File: config.mk
export PLATFORM = sky130hd
export DESIGN_NAME = logic_op_pipe_flat
export DESIGN_NICKNAME = d
export VERILOG_FILES = /design/src/rtl/logic_op_pipe_pkg.sv /design/src/rtl/logic_op_pipe_if.sv /design/src/rtl/logic_op_pipe_stage.sv /design/src/rtl/logic_op_pipe.sv /design/src/flat_wrapper.sv
export SDC_FILE = /design/constraint.sdc
export NUM_CORES = 1
export LEC_CHECK = 0
export BUFFER_PORTS_ARGS = -buffer_cell sky130_fd_sc_hd__buf_2
export CORE_MARGIN = 2
export CORE_UTILIZATION = 52
export CTS_BUF_LIST = sky130_fd_sc_hd__clkbuf_4 sky130_fd_sc_hd__clkbuf_8 sky130_fd_sc_hd__clkbuf_16
export DETAILED_ROUTE_END_ITERATION = 6
export PLACE_DENSITY_LB_ADDON = 0.08
export SYNTH_ARGS = -nofsm -noshare
export SYNTH_HDL_FRONTEND = slang
export SYNTH_SLANG_ARGS = --single-unit
File: constraint.sdc
create_clock -name clk -period 1.16 [get_ports clk]
set_clock_uncertainty 0.05 [all_clocks]
set_input_delay 0.174 -clock clk [delete_from_list [all_inputs] [get_ports clk]]
set_output_delay 0.174 -clock clk [all_outputs]
set_load 0.01 [all_outputs]
File: src/rtl/logic_op_pipe_pkg.sv
// Shared types and the combinational operation for logic_op_pipe.
// Operands wider than LOGIC_OP_MAX_WIDTH are not supported by logic_op_apply.
package logic_op_pkg;

  typedef enum logic [1:0] {
    OP_AND  = 2'd0,
    OP_OR   = 2'd1,
    OP_XOR  = 2'd2,
    OP_NAND = 2'd3
  } logic_op_e;

  localparam int LOGIC_OP_MAX_WIDTH = 64;

  // Callers zero-extend operands to the maximum width and truncate the result back.
  function automatic logic [LOGIC_OP_MAX_WIDTH-1:0] logic_op_apply(
    input logic_op_e                     op,
    input logic [LOGIC_OP_MAX_WIDTH-1:0] a,
    input logic [LOGIC_OP_MAX_WIDTH-1:0] b
  );
    logic [LOGIC_OP_MAX_WIDTH-1:0] res;
    res = '0;
    case (op)
      OP_AND:  res = a & b;
      OP_OR:   res = a | b;
      OP_XOR:  res = a ^ b;
      OP_NAND: res = ~(a & b);
      default: res = '0;
    endcase
    return res;
  endfunction

endpackage

File: src/rtl/logic_op_pipe_if.sv
// Operand/result bus of logic_op_pipe.
// z_par exists only when LOGIC_OP_PIPE_PARITY_EN is defined.
interface logic_op_if #(
  parameter int WIDTH = 8
);
  import logic_op_pkg::*;

  logic             in_valid;
  logic_op_e        op;
  logic [WIDTH-1:0] a;
  logic [WIDTH-1:0] b;
  logic [WIDTH-1:0] z;
  logic             out_valid;
`ifdef LOGIC_OP_PIPE_PARITY_EN
  logic             z_par;

  modport master (output in_valid, op, a, b, input z, out_valid, z_par);
  modport slave  (input in_valid, op, a, b, output z, out_valid, z_par);
`else
  modport master (output in_valid, op, a, b, input z, out_valid);
  modport slave  (input in_valid, op, a, b, output z, out_valid);
`endif

endinterface

File: src/rtl/logic_op_pipe_stage.sv
// One pipeline stage: data register that loads only on a valid beat, plus its valid bit.
// Parity bit (LOGIC_OP_PIPE_PARITY_EN) follows the data register exactly.
module logic_op_stage #(
  parameter int WIDTH = 8
) (
  input  logic             clk,
  input  logic             rst_n,
  input  logic             enable,
  input  logic             flush,
  input  logic [WIDTH-1:0] d_in,
  input  logic             v_in,
`ifdef LOGIC_OP_PIPE_PARITY_EN
  input  logic             p_in,
  output logic             p_out,
`endif
  output logic [WIDTH-1:0] d_out,
  output logic             v_out
);

  // Flush clears only the valid bit; data holds so z keeps the last valid result.
  always_ff @(posedge clk or negedge rst_n) begin
    if (!rst_n) begin
      d_out <= '0;
      v_out <= 1'b0;
`ifdef LOGIC_OP_PIPE_PARITY_EN
      p_out <= 1'b0;
`endif
    end else if (flush) begin
      v_out <= 1'b0;
    end else if (enable) begin
      v_out <= v_in;
      if (v_in) begin
        d_out <= d_in;
`ifdef LOGIC_OP_PIPE_PARITY_EN
        p_out <= p_in;
`endif
      end
    end
  end

endmodule

File: src/rtl/logic_op_pipe.sv
// Fixed-latency, stallable bitwise AND/OR/XOR/NAND pipeline of DEPTH stages.
// Optional even parity of z via LOGIC_OP_PIPE_PARITY_EN.
module logic_op_pipe
  import logic_op_pkg::*;
#(
  parameter int WIDTH = 8,
  parameter int DEPTH = 2
) (
  input  logic       clk,
  input  logic       rst_n,
  input  logic       enable,
  input  logic       flush,
  logic_op_if.slave  bus
);

  logic [DEPTH:0][WIDTH-1:0] stage_d;
  logic [DEPTH:0]            stage_v;

  // Index 0 is the combinational input beat; index k is the output of stage k.
  assign stage_d[0] = WIDTH'(logic_op_apply(bus.op,
                                            LOGIC_OP_MAX_WIDTH'(bus.a),
                                            LOGIC_OP_MAX_WIDTH'(bus.b)));
  assign stage_v[0] = bus.in_valid;

`ifdef LOGIC_OP_PIPE_PARITY_EN
  logic [DEPTH:0] stage_p;
  assign stage_p[0] = ^stage_d[0];
  assign bus.z_par  = stage_p[DEPTH];
`endif

  for (genvar k = 0; k < DEPTH; k++) begin : g_stage
    logic_op_stage #(
      .WIDTH (WIDTH)
    ) u_stage (
      .clk    (clk),
      .rst_n  (rst_n),
      .enable (enable),
      .flush  (flush),
      .d_in   (stage_d[k]),
      .v_in   (stage_v[k]),
`ifdef LOGIC_OP_PIPE_PARITY_EN
      .p_in   (stage_p[k]),
      .p_out  (stage_p[k+1]),
`endif
      .d_out  (stage_d[k+1]),
      .v_out  (stage_v[k+1])
    );
  end

  assign bus.z         = stage_d[DEPTH];
  assign bus.out_valid = stage_v[DEPTH];

endmodule

File: src/flat_wrapper.sv
// flat-port wrapper written by rule: the top's interface ports become plain ports
module logic_op_pipe_flat import logic_op_pkg::*;
#(
  parameter int WIDTH = 8,
  parameter int DEPTH = 2
)
  (clk, rst_n, enable, flush, bus_in_valid, bus_op, bus_a, bus_b, bus_z, bus_out_valid);
  logic_op_if #(.WIDTH(WIDTH)) bus_i ();
  input  logic clk;
  input  logic rst_n;
  input  logic enable;
  input  logic flush;
  input wire logic [$bits(bus_i.in_valid)-1:0] bus_in_valid;
  input wire logic [$bits(bus_i.op)-1:0] bus_op;
  input wire logic [$bits(bus_i.a)-1:0] bus_a;
  input wire logic [$bits(bus_i.b)-1:0] bus_b;
  output wire logic [$bits(bus_i.z)-1:0] bus_z;
  output wire logic [$bits(bus_i.out_valid)-1:0] bus_out_valid;
  assign bus_i.in_valid = bus_in_valid;
  assign bus_i.op = bus_op;
  assign bus_i.a = bus_a;
  assign bus_i.b = bus_b;
  assign bus_z = bus_i.z;
  assign bus_out_valid = bus_i.out_valid;
  logic_op_pipe #(.WIDTH(WIDTH), .DEPTH(DEPTH)) u_core (.clk(clk), .rst_n(rst_n), .enable(enable), .flush(flush), .bus(bus_i));
endmodule
==> results of run 1 <==
## worst max-delay path, cell delays in order (launching register included)
cell and delay [ns]:
dfrtp_1 0.43, nand3b_4 0.15, mux2_2 0.35
## kinds of logic after synthesis
group | count (synthesis) | share of synthesized area (%)
muxes | 13 | 11.4
and+or+nand+nor | 33 | 14.1
DFF | 18 | 36.8
AOI/OAI and AO/OA | 21 | 11.7
adders and majority gates | 16 | 16.3
buffers and inverters | 25 | 9.60
## path summary, 6_finish.rpt
kind / startpoint / endpoint
setup / recovery: u_core.g_stage[0].u_stage.v_out / u_core.g_stage[1].u_stage.d_out[3]
hold / removal: flush / u_core.g_stage[1].u_stage.v_out
setup reg to reg: u_core.g_stage[0].u_stage.v_out / u_core.g_stage[1].u_stage.d_out[3]
hold reg to reg: u_core.g_stage[1].u_stage.d_out[4] / u_core.g_stage[1].u_stage.d_out[4]
max in group asynchronous: rst_n / u_core.g_stage[0].u_stage.d_out[0]
min in group asynchronous: rst_n / u_core.g_stage[1].u_stage.v_out
## through the flow
stage          hold slack [ns]  setup slack, ns  TNS, ns  area, um2
6_report                0.0706           0.0612        0       1460
5_1_grt                 0.0602           0.0207        0       1460
4_1_cts                 0.0595           0.0472        0       1460
3_5_place_dp            0.0666           -0.119   -0.430       1420
3_3_place_gp            0.0622          -0.0649   -0.330       1420
2_1_floorplan           -0.172           0.0777        0       1220
## cell type report
class                      instances  area (um2)  share of cell area, %
clock buffer                       3        22.5                   1.54
inverter                          19        71.3                   4.88
multi-input combinational         83         666                   45.5
sequential                        18         450                   30.8
tap                               28        35.0                   2.40
timing repair buffer              39         218                   14.9
## placed cells by master, fill, tap and decap left out
cell type	count
buf_2	31
inv_1	19
dfrtp_1	18
ha_1	16
nand2_1	12
nor2_1	10
mux2_2	8
o21ai_0	7
buf_4	7
a211oi_1	6
mux2i_1	5
or2_2	5
a21oi_1	5
clkbuf_4	3
a221oi_2	2
nand3b_4	1
and4bb_1	1
nand4b_1	1
and3b_1	1
and4b_2	1
nor2b_1	1
a211o_1	1
dlygate4sd3_1	1
## layer usage
layer	wire length, um	global-route usage, %	vias to the layer above
met5	0	0	-
met4	0	7.69	0
met3	80	0.857	0
met2	937	27.7	25
met1	1000	22.0	407
li1	-	-	491
## power groups by stage
| stage | clock network (uW) | logic [uW] | registers (uW) |
|---|---|---|---|
| 5_1_grt | 335 | 617 | 891 |
| 3_3_place_gp | 0 | 531 | 876 |
| 4_1_cts | 300 | 556 | 875 |
| 6_report | 286 | 545 | 872 |
| 3_5_place_dp | 0 | 550 | 888 |
| 2_1_floorplan | 0 | 275 | 930 |
## registers in the layout, summed over array words and instances, names as in the netlist
register	count
u_core.g_stage.u_stage.v_out	2
u_core.g_stage.u_stage.d_out	16
## repair_timing
item / 4_1_cts / 5_1_grt
endpoints found under the hold margin: 18 / 0
resized for setup: 1 / 0
endpoints found under the setup margin: 7 / 0
hold buffers: 1 / 0
==> metrics.csv, run 1 <==
metric;value;unit
Tmin final;1.10;ns
Initial Utilization;55.4;%
Die Area;2760;um2
total power;1700;uW
async set-reset flop share out of synthesis;100;%
post-synthesis sequential area ratio;36.8;%
top_reg_cell synth;dfrtp_1;
top-area cell type share of the netlist area;36.8;%
Syn-to-layout area delta;19.4;%
fin util;66.1;%
max-slew violations;0;
Yosys Warn Count;0;
largest net degree at the start of global routing;30;
Avg WL per Cell;10.6;um
Gate power share;32.0;%
I/O Buffers;31;
CTS Buffer Depth;2;
Clock Power Share;16.8;%
Routed WL;2020;um
max-cap violations;0;
Total GRT Usage;16.6;%
CP max FO;8;
WP data required;1.28;ns
final-report setup violation count;0;
vias in the first global route;831;
1st-iter DRT viols;3;
Die Y;52.5;um
Overflow after GRT;0;
crit path capture type;flop;
post-CTS setup repair buffer count;0;
Sw Ratio;29.4;%
Seq cells post-synth;18;
# clock sinks;18;
Num CTS Buffers;3;
core footprint;2210;um2
worst slew pin tran;0.432;ns
Psw;501;uW
Peak supply drop;0.000723;V
WS Path Type;reg -> reg;
outcome;complete, no violations;
Mapped Area;1220;um2
f_max;0.910;GHz
final cell count without fillers;190;
Net count, final;203;
Worst EP arrival;1.22;ns
clock transition at the registers of the reported paths;0.09;ns
Area contributors post-synth;dfrtp_1 (37%), ha_1 (16%), mux2_2 (7.4%), inv_1 (5.8%), mux2i_1 (4.1%);
Synth cell types;23;
crit start category;flop;
DR vias;923;
Syn Inst Count;126;
r2r worst-path depth;2;
DP HPWL;1670;um
gp weighted congestion;0.707;
FF-to-FF setup slack;0.06;ns
relative slew slack;71.2;%
RSZ-0062 raised after global routing;false;
P_leak;0.000791;uW
most common library cells after synthesis;inv_1 (19), dfrtp_1 (18), ha_1 (16);
EDFF count, synth;0;
Routed Antenna Nets;0;
CTS tree;built;
top-count cell post-synth;inv_1;
I/O pin total;32;
first-pass GRT wire length;3450;um
synthesized area per cell;9.72;um2
Inst Count DP;186;
Die Width;52.5;um
worst hold path class;in -> reg;
Yosys top cell by area;dfrtp_1;
root buf cell;clkbuf_4;
Hold Vio Cnt, Final;0;
std cell rows;17;
fraction of layout cells with a size suffix above 1;35.8;%
Antenna diodes;0;
P_int;1200;uW
Via density;4.86;
Synthesized Nets;165;
initial antenna violation count;0;
Power Density;1160;nW/um2
hold-critical path depth;2;
1st-pass router iterations;4;
Tcrit/Tclk final;94.7;%
DR DRC count;0;
sequential share of power;51.2;%
Fill cells;186;
clk_lat worst skew;0.28;ns
H-tree depth;1;
Power figures use the tool's default switching activity.
==> inputs of run 2 (changes only) <==
RECOVER_POWER = 25   (was unset)
==> run 2 against run 1 <==
Effect of this change: final area did not move; sequential cell count did not move; global-route usage unchanged; combinational power about the same; non-clock buffer count unchanged; sequential share of layout area unchanged; clock-buffer cell count stayed put; largest power group unchanged.
==> metrics.csv, run 2 (same netlist as run 1, synthesis figures left out) <==
metric;value;unit;change
hold slack final;0.0706;ns;unchanged
CP max FO;8;;unchanged
worst slew pin tran;0.432;ns;unchanged
Sw Ratio;29.4;%;about the same
Psw;501;uW;about the same
post-CTS setup repair buffer count;0;;unchanged
r2r worst-path depth;2;;unchanged
1st-iter DRT viols;3;;unchanged
1st-pass router iterations;4;;unchanged
Hold Path Sink;u_core.g_stage[1].u_stage.v_out;;
Tmin final;1.10;ns;-0.0000123 ns
root buf cell;clkbuf_4;;
Clock Power Share;16.8;%;about the same
final-report setup violation count;0;;unchanged
Hold Vio Cnt, Final;0;;unchanged
Routed WL;2020;um;unchanged
Power Density;1160;nW/um2;about the same
max-cap violations;0;;unchanged
clock transition at the registers of the reported paths;0.09;ns;about the same
Syn-to-layout area delta;19.4;%;unchanged
vias in the first global route;831;;unchanged
Avg WL per Cell;10.6;um;unchanged
P_leak;0.000791;uW;about the same
P_int;1200;uW;about the same
worst hold path class;in -> reg;;
Net count, final;203;;unchanged
Num CTS Buffers;3;;unchanged
fraction of layout cells with a size suffix above 1;35.8;%;unchanged
CTS tree;built;;
top flop regs;u_core.g_stage.u_stage.d_out: 16 flops, u_core.g_stage.u_stage.v_out: 2 flops;;
outcome;complete, no violations;;
FF-to-FF setup slack;0.06;ns;about the same
Reg with most FFs;u_core.g_stage.u_stage.d_out;;
clk_lat worst skew;0.28;ns;about the same
final instance area;1460;um2;unchanged
largest net degree at the start of global routing;30;;unchanged
DP HPWL;1670;um;unchanged
# clock sinks;18;;unchanged
Overflow after GRT;0;;unchanged
I/O pin total;32;;unchanged
Peak supply drop;0.000723;V;about the same
Antenna diodes;0;;unchanged
Die Area;2760;um2;unchanged
Cell Area, Placed;1420;um2;unchanged
H-tree depth;1;;unchanged
setup TNS;0;ns;unchanged
Via density;4.85;;-0.22%
Initial Utilization;55.4;%;unchanged
commonest non-fill, non-tap cells in the layout;buf_2 (30), inv_1 (19), dfrtp_1 (18), ha_1 (16), nand2_1 (12);;
core footprint;2210;um2;unchanged
DR vias;921;;-0.22%
max FFs per register;16;;unchanged
Worst EP arrival;1.22;ns;about the same
Critical R2R Launch;u_core.g_stage[0].u_stage.v_out;;
Die Y;52.5;um;unchanged
HP Start;flush;;
std cell rows;17;;unchanged
final cell count without fillers;190;;unchanged
Die Width;52.5;um;unchanged
Inst Count DP;186;;unchanged
Total GRT Usage;16.6;%;unchanged
hold-critical path depth;2;;unchanged
crit path capture type;flop;;
sequential share of power;51.2;%;about the same
initial antenna violation count;0;;unchanged
gp weighted congestion;0.707;;unchanged
WS Path Type;reg -> reg;;
WP data required;1.28;ns;about the same
crit start category;flop;;
leading cell type in the layout, fill and taps excluded;buf_2;;
relative slew slack;71.2;%;unchanged
CTS Buffer Depth;2;;unchanged
total power;1700;uW;about the same
f_max;0.910;GHz;about the same
Routed Antenna Nets;0;;unchanged
Tcrit/Tclk final;94.7;%;about the same
Gate power share;32.0;%;about the same
RSZ-0062 raised after global routing;false;;
I/O Buffers;31;;unchanged
RR Endpoint;u_core.g_stage[1].u_stage.d_out[3];;
max-slew violations;0;;unchanged
first-pass GRT wire length;3450;um;unchanged
DR DRC count;0;;unchanged
==> run 2: cell types whose count changed in the layout (fill, tap and decap cells not counted), sizes merged <==
cell,delta
clkbuf,+1
buf,-1
==> run 2: stage by stage <==
step	utilization [%]	setup WS (ns)
2_1_floorplan	-	0.0777
3_3_place_gp	64.3	-0.0649
3_5_place_dp	64.3	-0.119
4_1_cts	66.1	0.0472
5_1_grt	66.1	0.0207
6_report	66.1	0.0612
==> run 2: how the worst max path moves through the flow <==
| stage | end | slack (ns) | depth (start not counted) | from |
|---|---|---|---|---|
| final | u_core.g_stage[1].u_stage.d_out[3] | 0.06 | 2 | u_core.g_stage[0].u_stage.v_out |
| after global routing | u_core.g_stage[1].u_stage.d_out[3] | 0.02 | 2 | u_core.g_stage[0].u_stage.v_out |
| after CTS | u_core.g_stage[1].u_stage.d_out[3] | 0.05 | 2 | u_core.g_stage[0].u_stage.v_out |
| after detailed placement | u_core.g_stage[0].u_stage.d_out[2] | -0.12 | 6 | bus_b[2] |
| after global placement | u_core.g_stage[0].u_stage.d_out[5] | -0.06 | 6 | bus_b[5] |
| after floorplan | u_core.g_stage[0].u_stage.d_out[1] | 0.08 | 5 | bus_b[1] |
==> run 2: critical path, cell delays in order (launching register included) <==
cell	delay, ns
dfrtp_1	0.43
nand3b_4	0.15
mux2_2	0.35
==> run 2: cell type report <==
type                            instances  area (um2)
Fill cell                             186         749
Multi-Input combinational cell         83         666
Sequential cell                        18         450
Clock buffer                            3        22.5
Timing Repair Buffer                   39         218
Inverter                               19        71.3
Tap cell                               28        35.0
==> run 2: per-layer routing <==
layer,global-route usage [%],part of all wire [%],wire (um),vias to the layer above
li1,-,-,-,491
met1,22.0,50,1010,405
met2,27.7,46,936,25
met3,0.857,4.0,80,0
met4,7.69,0,0,0
met5,0,0,0,-
==> run 2: what timing repair did <==
action / in CTS / in global routing
hold buffers: 1 / 0
endpoints found under the setup margin: 7 / 0
endpoints found under the hold margin: 18 / 0
resized for setup: 1 / 0
==> run 2: power groups by stage <==
stage               clock network, uW  registers (uW)  logic, uW
floorplan                           0             930        275
global placement                    0             876        531
detailed placement                  0             888        550
CTS                               300             875        556
global route                      335             891        617
finish                            286             873        545
==> inputs of run 3 (changes only) <==
PLACE_DENSITY = 0.85   (was unset)
PLACE_DENSITY_LB_ADDON = unset   (was 0.08)
SLEW_MARGIN = 15   (was unset)
==> run 3 against run 2 <==
Effect of this change: via count rose by 6.9%; non-clock buffer count did not move; sequential power barely moved; sequential share of layout area did not move; register-to-register slack improved by 0.02 ns; final cell count did not move; critical path type unchanged; hold slack got worse by 0.0080 ns; largest cell class unchanged; clock-buffer cell count did not move; critical path depth did not move; clock power rose by 3%.
==> metrics.csv, run 3 (same netlist as run 1, synthesis figures left out) <==
metric;value;unit;change
Reg with most FFs;u_core.g_stage.u_stage.d_out;;
Routed WL;2240;um;+11%
hold-critical path depth;2;;unchanged
I/O Buffers;31;;unchanged
crit path capture type;flop;;
1st-iter DRT viols;21;;+18
Hold Vio Cnt, Final;0;;unchanged
P_leak;0.000790;uW;about the same
Worst EP arrival;1.21;ns;about the same
first-pass GRT wire length;3930;um;+14%
DP HPWL;1890;um;+13%
std cell rows;17;;unchanged
clk_lat worst skew;0.29;ns;about the same
Initial Utilization;55.4;%;unchanged
I/O pin total;32;;unchanged
Sw Ratio;30.1;%;+0.70 points
Num CTS Buffers;3;;unchanged
Die Y;52.5;um;unchanged
Clock Power Share;17.1;%;+0.3 points
vias in the first global route;961;;+16%
CTS Buffer Depth;2;;unchanged
clock transition at the registers of the reported paths;0.09;ns;about the same
Avg WL per Cell;11.8;um;+11%
max FFs per register;16;;unchanged
root buf cell;clkbuf_4;;
Peak supply drop;0.000772;V;+6.8%
Fill cells;191;;+2.7%
CTS tree;built;;
r2r worst-path depth;2;;unchanged
DR vias;985;;+6.9%
Antenna diodes;0;;unchanged
largest net degree at the start of global routing;30;;unchanged
Hold Path Sink;u_core.g_stage[1].u_stage.v_out;;
Via density;5.18;;+6.9%
WS Path Type;reg -> reg;;
RR Endpoint;u_core.g_stage[1].u_stage.d_out[2];;
Cell Area, Placed;1420;um2;unchanged
fraction of layout cells with a size suffix above 1;35.8;%;unchanged
Critical R2R Launch;u_core.g_stage[0].u_stage.v_out;;
RSZ-0062 raised after global routing;false;;
outcome;complete, no violations;;
final cell count without fillers;190;;unchanged
Power Density;1180;nW/um2;+1.2%
Die Width;52.5;um;unchanged
Tmin final;1.08;ns;-0.0212 ns
sequential share of power;50.6;%;-0.6 points
commonest non-fill, non-tap cells in the layout;buf_2 (30), inv_1 (19), dfrtp_1 (18), ha_1 (16), nand2_1 (12);;
1st-pass router iterations;4;;unchanged
WP data required;1.29;ns;about the same
FF-to-FF setup slack;0.08;ns;+0.02 ns
Die Area;2760;um2;unchanged
CP max FO;8;;unchanged
Psw;519;uW;+3.6%
DR DRC count;0;;unchanged
gp weighted congestion;0.742;;+4.8%
relative slew slack;71.2;%;about the same
H-tree depth;1;;unchanged
max-slew violations;0;;unchanged
Net count, final;203;;unchanged
core footprint;2210;um2;unchanged
worst slew pin tran;0.432;ns;+0.000357 ns
Gate power share;32.3;%;+0.3 points
HP Start;flush;;
final instance area;1460;um2;unchanged
crit start category;flop;;
P_int;1200;uW;+0.19%
max-cap violations;0;;unchanged
top flop regs;u_core.g_stage.u_stage.d_out: 16 flops, u_core.g_stage.u_stage.v_out: 2 flops;;
Total GRT Usage;19.4;%;+2.8 points
Syn-to-layout area delta;19.4;%;unchanged
Routed Antenna Nets;0;;unchanged
final-report setup violation count;0;;unchanged
f_max;0.928;GHz;+2.0%
# clock sinks;18;;unchanged
leading cell type in the layout, fill and taps excluded;buf_2;;
Overflow after GRT;0;;unchanged
Tcrit/Tclk final;92.9;%;-1.8 points
worst hold path class;in -> reg;;
initial antenna violation count;0;;unchanged
Inst Count DP;186;;unchanged
==> run 3: cell counts in the layout (fill, tap and decap cells not counted) <==
Identical to the previous run, type by type.
==> run 3: per-layer routing <==
layer  part of all wire (%)  vias to the layer above  GRT usage (%)  wire length (um)
met5                      0                        -              0                 0
met4                    1.6                        0           9.40                36
met3                    4.4                        4          0.857                99
met2                     51                       27           36.5              1150
met1                     43                      465           22.0               958
li1                       -                      489              -                 -
==> run 3: metrics by stage <==
stage / setup TNS [ns] / total power (uW) / hold WS (ns) / setup slack (ns) / util, %
final: 0 / 1720 / 0.0626 / 0.0824 / 66.1
after floorplan: 0 / 1200 / -0.172 / 0.0777 / -
after global placement: -0.281 / 1400 / 0.0582 / -0.0586 / 64.3
after CTS: 0 / 1740 / 0.0467 / 0.0156 / 65.7
after global routing: 0 / 1850 / 0.0602 / 0.0373 / 66.1
after detailed placement: -0.508 / 1450 / 0.0637 / -0.0952 / 64.3
==> run 3: worst max-delay path, stage by stage, from the launching register on <==
cell and delay, ns:
dfrtp_1 0.43, nand3b_4 0.15, mux2_2 0.35
==> run 3: what timing repair did <==
action,in CTS,in global routing
hold buffers,1,0
buffers inserted,0,0
gates resized for setup,0,1
hold endpoints to repair,18,0
setup endpoints to repair,0,8
==> run 3: area by class of cell <==
class                      count  area (um2)  area share [%]
multi-input combinational     83         666            45.5
tap                           28        35.0            2.40
timing repair buffer          39         218            14.9
inverter                      19        71.3            4.88
clock buffer                   3        22.5            1.54
sequential                    18         450            30.8
==> run 3: worst max-delay path by stage <==
stage,from,end,slack (ns),cells past startpoint
6_report,u_core.g_stage[0].u_stage.v_out,u_core.g_stage[1].u_stage.d_out[2],0.08,2
4_1_cts,u_core.g_stage[0].u_stage.v_out,u_core.g_stage[1].u_stage.d_out[2],0.02,2
3_3_place_gp,bus_b[2],u_core.g_stage[0].u_stage.d_out[2],-0.06,6
5_1_grt,u_core.g_stage[0].u_stage.v_out,u_core.g_stage[1].u_stage.d_out[2],0.04,2
3_5_place_dp,bus_b[2],u_core.g_stage[0].u_stage.d_out[2],-0.1,6
2_1_floorplan,bus_b[1],u_core.g_stage[0].u_stage.d_out[1],0.08,5
==> run 3: power by group through the flow <==
stage / clock network [uW] / registers (uW) / logic (uW)
after global placement: 0 / 879 / 525
after detailed placement: 0 / 887 / 559
final: 295 / 872 / 557
after CTS: 306 / 874 / 563
after global routing: 326 / 896 / 628
after floorplan: 0 / 930 / 275
